[src/rtl/rom_arbiter.sv]
// -----------------------------------------------------------------------------
// rom_arbiter
//   Two-requester, round-robin arbiter in front of a single asynchronous ROM.
//   Requesters use a four-phase req/ack handshake. The ROM side is a
//   two-phase interface: every toggle of romTrigger starts one access. The
//   asynchronous romReady level is synchronized before use. Data is captured
//   once WAIT_CYCLES have elapsed and ready is seen, or is forced when the
//   WAIT counter reaches TIMEOUT (which also sets the sticky timeoutErr).
//
// Ports
//   clk, rst_n      : rising-edge clock, synchronous active-low reset
//   req0/req1       : four-phase requests (0 = fetch, 1 = literal load)
//   addr0/addr1     : word addresses, stable while the matching req is high
//   ack0/ack1       : four-phase acknowledges; rdata is valid while high
//   rdata           : shared read-data register
//   romAddr         : registered ROM address (changes only on a grant)
//   romTrigger      : two-phase ROM request (toggles only in ISSUE)
//   romData         : ROM read data
//   romReady        : asynchronous ROM ready level
//   busy            : high whenever the FSM is not IDLE
//   timeoutErr      : sticky; set when a capture was forced by timeout
// -----------------------------------------------------------------------------
module rom_arbiter #(
  parameter int WAIT_CYCLES = 2,
  parameter int TIMEOUT     = 255
) (
  input  logic        clk,
  input  logic        rst_n,
  input  logic        req0,
  input  logic        req1,
  input  logic [31:0] addr0,
  input  logic [31:0] addr1,
  output logic        ack0,
  output logic        ack1,
  output logic [31:0] rdata,
  output logic [31:0] romAddr,
  output logic        romTrigger,
  input  logic [31:0] romData,
  input  logic        romReady,
  output logic        busy,
  output logic        timeoutErr
);

  localparam int CW = (TIMEOUT < 2) ? 1 : $clog2(TIMEOUT + 1);
  localparam logic [CW-1:0] TMO_VAL = CW'(TIMEOUT);

  typedef enum logic [1:0] {
    S_IDLE,
    S_ISSUE,
    S_WAIT,
    S_ACK
  } state_e;

  state_e          state_q, state_d;
  logic            last_grant_q, last_grant_d;
  logic            grant_q, grant_d;
  logic            cancel_q, cancel_d;
  logic [CW-1:0]   cnt_q, cnt_d;
  logic            trig_q, trig_d;
  logic [31:0]     addr_q, addr_d;
  logic [31:0]     rdata_q, rdata_d;
  logic            ack0_q, ack0_d;
  logic            ack1_q, ack1_d;
  logic            terr_q, terr_d;
  logic            ready_meta_q, ready_sync_q;

  // Working signals of the next-state logic.
  logic            req_g;
  logic            win;
  logic            ready_ok;
  logic            tmo;
  logic            abort;

  // ---------------------------------------------------------------------------
  // State register (also holds the datapath registers).
  // ---------------------------------------------------------------------------
  // NOTE: sequential state uses non-blocking assignments only, so every flop
  // samples the pre-edge values computed by the combinational process.
  always_ff @(posedge clk) begin
    if (!rst_n) begin
      state_q      <= S_IDLE;
      last_grant_q <= 1'b1;
      grant_q      <= 1'b0;
      cancel_q     <= 1'b0;
      cnt_q        <= '0;
      trig_q       <= 1'b0;
      addr_q       <= '0;
      rdata_q      <= '0;
      ack0_q       <= 1'b0;
      ack1_q       <= 1'b0;
      terr_q       <= 1'b0;
      ready_meta_q <= 1'b0;
      ready_sync_q <= 1'b0;
    end else begin
      state_q      <= state_d;
      last_grant_q <= last_grant_d;
      grant_q      <= grant_d;
      cancel_q     <= cancel_d;
      cnt_q        <= cnt_d;
      trig_q       <= trig_d;
      addr_q       <= addr_d;
      rdata_q      <= rdata_d;
      ack0_q       <= ack0_d;
      ack1_q       <= ack1_d;
      terr_q       <= terr_d;
      // Two-flop synchronizer for the asynchronous ready level.
      ready_meta_q <= romReady;
      ready_sync_q <= ready_meta_q;
    end
  end

  // ---------------------------------------------------------------------------
  // Next-state and datapath logic.
  // ---------------------------------------------------------------------------
  // NOTE: every variable gets a default before the case statement; a path
  // that leaves one unassigned would infer a latch.
  always_comb begin
    state_d      = state_q;
    last_grant_d = last_grant_q;
    grant_d      = grant_q;
    cancel_d     = cancel_q;
    cnt_d        = cnt_q;
    trig_d       = trig_q;
    addr_d       = addr_q;
    rdata_d      = rdata_q;
    ack0_d       = ack0_q;
    ack1_d       = ack1_q;
    terr_d       = terr_q;
    win          = 1'b0;
    ready_ok     = 1'b0;
    tmo          = 1'b0;
    abort        = 1'b0;

    // Request line of the current grantee.
    req_g = grant_q ? req1 : req0;

    unique case (state_q)
      S_IDLE: begin
        if ((req0 || req1) && !ack0_q && !ack1_q) begin
          // Round robin: on contention the requester that did not win last
          // time is served; otherwise the sole requester wins.
          win          = (req0 && req1) ? ~last_grant_q : req1;
          grant_d      = win;
          last_grant_d = win;
          addr_d       = win ? addr1 : addr0;
          cancel_d     = 1'b0;
          state_d      = S_ISSUE;
        end
      end

      S_ISSUE: begin
        // romAddr was loaded on the grant edge, so it has been stable for a
        // full cycle before the trigger toggles here.
        trig_d  = ~trig_q;
        cnt_d   = '0;
        if (!req_g) cancel_d = 1'b1;
        state_d = S_WAIT;
      end

      S_WAIT: begin
        ready_ok = (int'(cnt_q) >= WAIT_CYCLES) && ready_sync_q;
        tmo      = (cnt_q == TMO_VAL);
        if (!tmo) cnt_d = cnt_q + 1'b1;
        // A grantee that withdrew its request still lets the ROM access
        // finish, but receives neither data nor an ack.
        abort = cancel_q || !req_g;
        if (!req_g) cancel_d = 1'b1;
        if (ready_ok || tmo) begin
          if (!ready_ok) terr_d = 1'b1;
          if (abort) begin
            state_d = S_IDLE;
          end else begin
            rdata_d = romData;
            if (grant_q) ack1_d = 1'b1;
            else         ack0_d = 1'b1;
            state_d = S_ACK;
          end
        end
      end

      S_ACK: begin
        // Return to IDLE only; a waiting requester is granted next cycle.
        if (!req_g) begin
          ack0_d  = 1'b0;
          ack1_d  = 1'b0;
          state_d = S_IDLE;
        end
      end

      default: state_d = S_IDLE;
    endcase
  end

  // ---------------------------------------------------------------------------
  // Output logic.
  // ---------------------------------------------------------------------------
  always_comb begin
    busy       = (state_q != S_IDLE);
    ack0       = ack0_q;
    ack1       = ack1_q;
    rdata      = rdata_q;
    romAddr    = addr_q;
    romTrigger = trig_q;
    timeoutErr = terr_q;
  end

endmodule

[config.mk]
export PLATFORM = sky130hd
export DESIGN_NAME = rom_arbiter
export DESIGN_NICKNAME = d
export VERILOG_FILES = /design/src/rtl/rom_arbiter.sv
export SDC_FILE = /design/constraint.sdc
export NUM_CORES = 1
export LEC_CHECK = 0
export CAP_MARGIN = 20
export CORE_ASPECT_RATIO = 2
export CORE_UTILIZATION = 35
export DETAILED_ROUTE_END_ITERATION = 12
export PLACE_DENSITY = 0.78
export SYNTH_ARGS = -nofsm -noshare
export SYNTH_HDL_FRONTEND = slang
export SYNTH_SLANG_ARGS = --single-unit
[constraint.sdc]
create_clock -name clk -period 1.79 [get_ports clk]
set_input_delay 0.2685 -clock clk [delete_from_list [all_inputs] [get_ports clk]]
set_output_delay 0.2685 -clock clk [all_outputs]
set_load 0.03 [all_outputs]
==> metrics.txt <==
Worst-path clk slew=0.06 ns; Slew headroom=71.8%; Worst R2R Setup Slack=-0.05 ns; CP max FO=16; Reg area=1660 um2; post-synthesis xor/xnor area fraction=0.724%; Clock Sinks=83; post-place setup slack=-0.198 ns; # setup viols final=2; die area=10,800 um2; Leak=0.00229 uW; Ant. Diodes=0; Num CTS Buffers=9; Post-Synth Simple-Gate Area=between 10% and 20%; layout filler cell count=roughly 870; remaining routing DRC violations=0; Starting DRT DRC Count=178; worst skew pair latency=0.34 ns; Final Hold Vio Count=0; Clock Tree Buf Depth=2; final core occ=59.6%; CP Capture Type=flip-flop; Yosys top cell by area=dfxtp_1; die height=146 um; initial antenna violation count=0; most frequent cell after synthesis=dfxtp_1; fin cells=roughly 720; period utilisation layout=103%; Yosys Warn Count=0; H-tree lvl count=3; ports placed on the boundary=170; Main synth FF type=dfxtp_1; routability cong.=0.839; setup ws final=-0.0527 ns; row cnt=52; Pins Over Slew Limit=0; Inst Count DP=697; area occupied by multi-input gates=1830 um2; Initial Utilization=36.0%; Hold Path Class=in2reg; failing checks=negative setup slack; fraction of layout cells with a size suffix above 1=10.6%; setup_tns=-0.0576 ns; Worst Path Arrival=2.07 ns; mux contribution to synthesized area=9.41%; minimum clock period=approximately 1.8 ns; largest net degree at the start of global routing=65; hold buffer count at CTS=0; CTS tree=built; status=complete, but fails checks; asr flop ratio synth=0%; Synth Area in Compound Gates=approximately 17%; CP startpoint kind=flip-flop; Post-synth EDFFs=0; Least-Margin Pin Slew=0.422 ns; WL per Instance=15.3 um; critical path class=reg2reg; PD cells=1270 nW/um2; dpl hpwl=7390 um; gr usage total=18.9%; top cells by area in the synthesized netlist=dfxtp_1 (46%), mux2i_1 (9.1%), a211oi_1 (7.0%), nor2_1 (4.9%), nand3_1 (4.8%); die width=~74 um; DR vias/cell=5.08; Synth Cell Area=3630 um2; Port Buffers=169; post-synth top area share=45.8%; Post-Synthesis Cells=between 400 and 500; hold slack=0.297 ns; first-pass GRT wire length=15,800 um; syn nets=514; core outline area=10,100 um2; Seq/Total Area, Yosys=45.8%; DRT antenna net count=0; FMAX=543 MHz; CTS Root Buffer Type=clkbuf_16; Syn-to-layout area delta=65.6%; Nets=690; Synth top cells by count=dfxtp_1 (83), nor2_1 (47), nand2_1 (45), nand3_1 (35), a211oi_1 (34); MaxCap Viol Count=0; grt ovf=0; routed vias=3,668; number of global-route vias before repair=3,479; Seq cells post-synth=83; post-synthesis adder-cell area fraction=under 10%; Peak VDD IR=about 1.0 mV; Avg Inst Size Synth=8.94 um2; first-pass detailed-route iteration total=5; post-synthesis cell type count=44; Setup Skew=0.00832 ns; WL final=around 11,000 um; largest family of logic cells by synthesized area=simple AND/OR/NAND/NOR gates; CP required=between 2 and 2.5 ns
-- stage by stage --
step	cell area [um2]	power (uW)
after floorplan	3630	4270
after global placement	5480	5440
after detailed placement	5480	5500
after CTS	5860	7630
after global routing	6010	8030
final	6010	7630
-- state kept, by name (all words and copies together), names as in the netlist --
signal and count:
timeoutErr 1, cnt_q 8, ack1 1, last_grant_q 1, rdata 32, romAddr 32
romTrigger 1, ack0 1, cancel_q 1, grant_q 1, ready_meta_q 1, ready_sync_q 1
state_q 2
-- report_power, final --
group,switching (uW),internal [uW]
clock network,770,1130
registers,236,2220
logic,1800,1470
total,2810,4820
-- repair_timing --
| item | in CTS | in global routing |
|---|---|---|
| gates cloned | 2 | 5 |
| pin swaps | 1 | 2 |
| buffers inserted | 1 | 1 |
| gates resized for setup | 10 | 8 |
| endpoints found under the setup margin | 21 | 40 |
-- per-layer routing --
metal,vias to the layer above,global-route usage (%),wire length (um)
li1,1790,-,-
met5,-,0,0
met1,1688,17.9,3790
met2,172,35.0,6150
met4,0,7.69,210
met3,18,6.58,883
-- path summary, 6_finish.rpt --
| check | endpoint | cells past startpoint | startpoint |
|---|---|---|---|
| worst max-delay path | rdata[13] | 9 | cnt_q[0] |
| worst min-delay path | state_q[1] | 3 | rst_n |
| worst max register to register | rdata[13] | 9 | cnt_q[0] |
| worst min register to register | ready_sync_q | 1 | ready_meta_q |
-- kinds of logic (layout without fill, tap and decap cells) --
group	Yosys count	count (layout)
AND/OR/NAND/NOR	149	149
multiplexers	34	34
adder cells (fa/ha/maj)	7	7
AO/OA/AOI/OAI	93	93
flip-flops	83	83
XOR/XNOR	3	3
buffers and inverters	37	218
-- worst max-delay path, cell delays in order, from the launching register on --
cell	delay, ns
dfxtp_1	0.37
inv_1	0.09
ha_1	0.24
nor4_4	0.18
a21boi_2	0.14
o21ai_4	0.19
buf_12	0.15
clkbuf_16	0.17
nand3_1	0.09
o21ai_0	0.13
-- placed cells by master (no fill, tap or decap), types with 3 or more instances in the layout --
cell type	n
nand2_1	45
and2_1	3
buf_12	3
o21ai_0	31
inv_1	5
clkdlybuf4s50_1	165
buf_4	16
a211oi_1	34
dfxtp_1	81
o21ai_1	6
nand3b_1	3
ha_2	3
buf_6	4
mux2i_1	33
nand3_1	35
nor2_1	47
clkbuf_16	12
ha_1	4
a21oi_1	5
-- layout make-up --
cell class | instances | area share [%]
Timing Repair Buffer | 195 | 33.4
Clock inverter | 6 | 1.23
Sequential cell | 83 | 27.7
Clock buffer | 10 | 3.98
Inverter | 7 | 0.437
Multi-Input combinational cell | 286 | 30.4
Tap cell | 135 | 2.81
No activity file was read; power rests on OpenSTA's default activity.
